### config.mk
export PLATFORM = sky130hd
export DESIGN_NAME = axil_reg_bank
export DESIGN_NICKNAME = d
export VERILOG_FILES = /design/src/rtl/axil_reg_bank.sv
export SDC_FILE = /design/constraint.sdc
export NUM_CORES = 1
export LEC_CHECK = 0
export BUFFER_PORTS_ARGS = -buffer_cell sky130_fd_sc_hd__clkbuf_2
export CORE_AREA = 2 2 633 635
export CTS_CLUSTER_DIAMETER = 30
export DETAILED_ROUTE_END_ITERATION = 12
export DIE_AREA = 0 0 635 637
export PLACE_DENSITY = 0.3
export SETUP_SLACK_MARGIN = 0.3
export SYNTH_ARGS = -nofsm -noshare
export SYNTH_HDL_FRONTEND = slang
export SYNTH_SLANG_ARGS = --single-unit
export TNS_END_PERCENT = 20
### constraint.sdc
create_clock -name clk -period 1.75 [get_ports clk]
set_clock_uncertainty 0.2 [all_clocks]
set_input_delay 0.35 -clock clk [delete_from_list [all_inputs] [get_ports clk]]
set_output_delay 0.35 -clock clk [all_outputs]
set_load 0.03 [all_outputs]
### src/rtl/axil_reg_bank.sv
// Parametric register bank behind an AXI4-Lite slave: RW, RO and W1C registers,
// with registered read and write responses and an interrupt fed by the W1C bits.
module axil_reg_bank #(
  parameter int unsigned DATA_WIDTH = 32,
  parameter int unsigned NUM_REGS   = 16,
  parameter int unsigned ADDR_WIDTH = 5,
  parameter logic [NUM_REGS-1:0] RO_MASK  = '0,
  parameter logic [NUM_REGS-1:0] W1C_MASK = '0
) (
  input  logic                           clk,
  input  logic                           rst_n,
  input  logic                           wr_en,
  input  logic [ADDR_WIDTH-1:0]          wr_addr,
  input  logic [DATA_WIDTH-1:0]          wr_data,
  input  logic [DATA_WIDTH/8-1:0]        wr_strb,
  output logic                           wr_resp_valid,
  output logic [1:0]                     wr_resp,
  input  logic                           rd_en,
  input  logic [ADDR_WIDTH-1:0]          rd_addr,
  output logic                           rd_valid,
  output logic [DATA_WIDTH-1:0]          rd_data,
  output logic [1:0]                     rd_resp,
  input  logic [NUM_REGS*DATA_WIDTH-1:0] hw_status,
  input  logic [NUM_REGS*DATA_WIDTH-1:0] hw_set,
  output logic [NUM_REGS*DATA_WIDTH-1:0] reg_q,
  output logic                           irq
);

  localparam int unsigned LANES = DATA_WIDTH / 8;
  localparam logic [1:0] RESP_OKAY   = 2'b00;
  localparam logic [1:0] RESP_SLVERR = 2'b10;
  localparam logic [1:0] RESP_DECERR = 2'b11;

  logic [NUM_REGS*DATA_WIDTH-1:0] regs_q, regs_d;
  logic [DATA_WIDTH-1:0]          strb_mask;
  logic [DATA_WIDTH-1:0]          cur, nxt;
  logic                           hit;
  logic                           irq_d;
  logic [1:0]                     wr_resp_c, rd_resp_c;
  logic [DATA_WIDTH-1:0]          rd_data_c;

  // Only some slices of the hardware buses are meaningful for a given mask set.
  logic unused_hw;
  assign unused_hw = &{1'b0, hw_status, hw_set};

  // Expand byte strobes into a bit mask.
  always_comb begin
    strb_mask = '0;
    for (int k = 0; k < int'(LANES); k++) begin
      strb_mask[k*8 +: 8] = {8{wr_strb[k]}};
    end
  end

  // Next register state; RO flops stay at zero so reg_q reports 0 for them.
  always_comb begin
    regs_d = regs_q;
    irq_d  = 1'b0;
    cur    = '0;
    nxt    = '0;
    hit    = 1'b0;
    for (int i = 0; i < int'(NUM_REGS); i++) begin
      cur = regs_q[i*DATA_WIDTH +: DATA_WIDTH];
      hit = wr_en && (32'(wr_addr) == 32'(i));
      if (RO_MASK[i]) begin
        nxt = '0;
      end else if (W1C_MASK[i]) begin
        // Hardware set is OR'd after the clear so a same-edge set wins.
        nxt = (cur & ~(hit ? (strb_mask & wr_data) : '0)) |
              hw_set[i*DATA_WIDTH +: DATA_WIDTH];
        irq_d = irq_d | (|nxt);
      end else begin
        nxt = hit ? ((cur & ~strb_mask) | (wr_data & strb_mask)) : cur;
      end
      regs_d[i*DATA_WIDTH +: DATA_WIDTH] = nxt;
    end
  end

  // Write response decode.
  always_comb begin
    wr_resp_c = RESP_OKAY;
    if (32'(wr_addr) >= NUM_REGS) begin
      wr_resp_c = RESP_DECERR;
    end else begin
      for (int i = 0; i < int'(NUM_REGS); i++) begin
        if ((32'(wr_addr) == 32'(i)) && RO_MASK[i]) wr_resp_c = RESP_SLVERR;
      end
    end
  end

  // Read mux over pre-update register values or live status for RO slots.
  always_comb begin
    rd_data_c = '0;
    rd_resp_c = (32'(rd_addr) >= NUM_REGS) ? RESP_DECERR : RESP_OKAY;
    for (int i = 0; i < int'(NUM_REGS); i++) begin
      if (32'(rd_addr) == 32'(i)) begin
        rd_data_c = RO_MASK[i] ? hw_status[i*DATA_WIDTH +: DATA_WIDTH]
                               : regs_q[i*DATA_WIDTH +: DATA_WIDTH];
      end
    end
  end

  always_ff @(posedge clk or negedge rst_n) begin
    if (!rst_n) begin
      regs_q        <= '0;
      irq           <= 1'b0;
      wr_resp_valid <= 1'b0;
      wr_resp       <= RESP_OKAY;
      rd_valid      <= 1'b0;
      rd_data       <= '0;
      rd_resp       <= RESP_OKAY;
    end else begin
      regs_q        <= regs_d;
      irq           <= irq_d;
      wr_resp_valid <= wr_en;
      rd_valid      <= rd_en;
      if (wr_en) wr_resp <= wr_resp_c;
      if (rd_en) begin
        rd_data <= rd_data_c;
        rd_resp <= rd_resp_c;
      end
    end
  end

  assign reg_q = regs_q;

endmodule
==> results.yml <==
place:
  post_dp_cell_area_mm2: 0.0402
  dp.cells: 8251
  portBuffers: 599
  post-place-ws_ns: -1.16
  gp_congestion: 0.885
  place_hpwl_mm: 206
yosys:
  synthFlopType: "dfrtp_1"
  ys_seq_area_share_pct: 55.4
  syn_area_per_cell_um2: 12.6
  synth_edf_count: 0
  synth_area_mm2: 0.0248
  synth_nets: 3044
  synthCells: 1970
  yosysWarnings: 0
  ys_ff_latch: 548
  async_reset_ff_share_pct: 100
  ys_types: 72
sta:
  fmax_mhz: 473
  finalCritPeriodShare_pct: 121
  fin_hold_ws_ns: 0.0561
  final_hold_viol_count: 0
  slew_violations: 0
  setup-tns-final_ns: -136.66
  rsz0062_at_grt: "true"
  max_slew_margin_pct: 57.0
  setup_slack_ns: -0.363
  fin_crit_ns: 2.11
  setup_viol: 596
  tightestPinTransition_ns: 0.645
critical_path:
  cp.buffers_inverters: 2
  critPathKind: "reg2out"
  start_kind: "register"
  crit_slowest_cell: "dfrtp_2"
  cp_cell_sequence: "buf_6, clkbuf_16"
  path_delay_family: "flip-flops"
  critical_path_peak_fanout: 2
  max_stage_delay_ns: 0.41
  cp-end-kind: "output pin"
  worstPathArrival_ns: 1.56
  required_ns: 1.20
drt:
  routed_wirelength_mm: 246
  ant_nets: 0
  num_vias: 26069
  firstDrtPassIters: 6
  drc_errors: 0
  wl_per_cell_um: 27.6
  drt-initial-drc-count: 2319
  via_per_inst: 2.92
finish:
  final_cell_area_mm2: 0.0537
  mostFrequentLayoutCells: "buf_4, mux2_2, dfrtp_1"
  drive_above_1_share_pct: 69.4
  stdcell_count: 8917
  num-nets-final: 4579
  synthToLayoutAreaGrowth_pct: 117
  final_common_cell: "buf_4"
outcome:
  violations: "setup timing"
  run_status: "complete, but fails checks"
floorplanning:
  die_w_um: 635
  io_pins: 1625
  coreArea_mm2: 0.398
  fp-row-count: 232
  initial_core_util_pct: 6.22
  die_h_um: 637
  die_area_mm2: 0.404
job:
  drv_cap: 0
global_routing:
  grtUsageTotal_pct: 11.7
  grt_pass1_wl_mm: 306
  grt_pass1_vias: 26199
  grt-ovfl-total: 0
  grt_max_degree: 90
  antenna_found_initial: 34
cts:
  clock_sinks: 548
  cts_root_buf: "clkbuf_16"
  cts_buffers: 175
  ctsHtreeMaxLevel: 4
  cts_buffer_depth: 3
  cts_tree: "yes"
  clk_latency_ns: 0.86
  clkTransAtPathRegs_ns: 0.05
power:
  vdd_drop_max_mv: 0.806
  power_density_mw_per_mm2: 1220
  power.leakage_uw: 0.0234
worst_hold_path:
  hp-class: "in2reg"
report_power, final:
group	total [µW]	internal (µW)	leakage (µW)	switching (µW)
clock network	31700	21500	0.00295	10100
logic	17000	7350	0.0135	9670
registers	16600	14500	0.00698	2140
worst min-delay path, cell delays in order:
cell and delay, ns:
buf_4 0.17, buf_4 0.19, buf_4 0.23
cells in the mapped netlist (all sizes together), types with 6 or more instances:
library cell,number,area [µm²]
a31oi,16,100
mux2i,7,70.1
dfrtp,548,13700
a21o,19,143
o21ai,67,335
mux2,519,5840
a211oi,6,45.0
o22ai,57,357
a21oi,104,521
o2bb2ai,10,87.6
nand2,113,467
o221a,10,113
buf,47,246
inv,12,45.0
o211ai,7,52.6
a22oi,43,323
nor3b,7,62.6
nand2b,12,75.1
nor4,7,43.8
nand3,21,105
clkbuf,72,270
nor2b,9,56.3
a222oi,17,170
o221ai,6,52.6
or3,11,68.8
nor3,18,121
a221oi,30,269
a2bb2oi,8,70.1
nor2,104,398
path summary, 6_finish.rpt:
kind                               start                      to  slack, ns  cells after the start
worst max-delay path            register               reg_q[53]      -0.36                      2
worst min-delay path               rd_en      rd_valid$_DFF_PN0_       0.06                      3
worst max register to register  register  rd_data[8]$_DFFE_PN0P_      -0.33                      6
worst min register to register  register                register       0.32                      1
max in group asynchronous          rst_n               async pin       0.42                      4
min in group asynchronous          rst_n               async pin       0.10                      3
cell type report:
class / instances / area (µm²)
Timing Repair Buffer: 1477 / 16100
Inverter: 12 / 45.0
Multi-Input combinational cell: 1291 / 10900
Clock inverter: 73 / 1050
Sequential cell: 548 / 13900
Clock buffer: 241 / 4980
Tap cell: 5265 / 6590
Fill cell: 44747 / 344000
Antenna cell: 10 / 25.0
metal layers:
metal	up-vias	track usage (%)	part of all wire, %
met2	1238	19.4	46
met5	-	0	0.0069
met3	332	4.79	11
met4	4	4.33	4.2
met1	13911	13.5	39
li1	10584	-	-
timing repair:
item                                    CTS  global route
pin swaps                                 4            19
buffers inserted                        166           137
endpoints found under the setup margin  915           993
gates resized for setup                 751           687
endpoints found under the hold margin   957             0
hold buffers                             39             0
cells by family (layout without fill, tap and decap cells):
kind of cell	Yosys count	in the layout	share of synthesized area [%]
DFF	548	548	55.4
muxes	527	527	24.0
AOI/OAI and AO/OA	432	432	11.8
and+or+nand+nor	331	331	6.55
buffers and inverters	131	1803	2.27
other	1	11	0.0151
metrics by stage:
stage / util (%) / power (µW)
CTS: 12.9 / 64500
global placement: 10.1 / 29600
global route: 13.5 / 67200
detailed placement: 10.1 / 29600
floorplan: - / 21200
finish: 13.5 / 65300
Note: power is estimated with default switching activity, not from simulation.
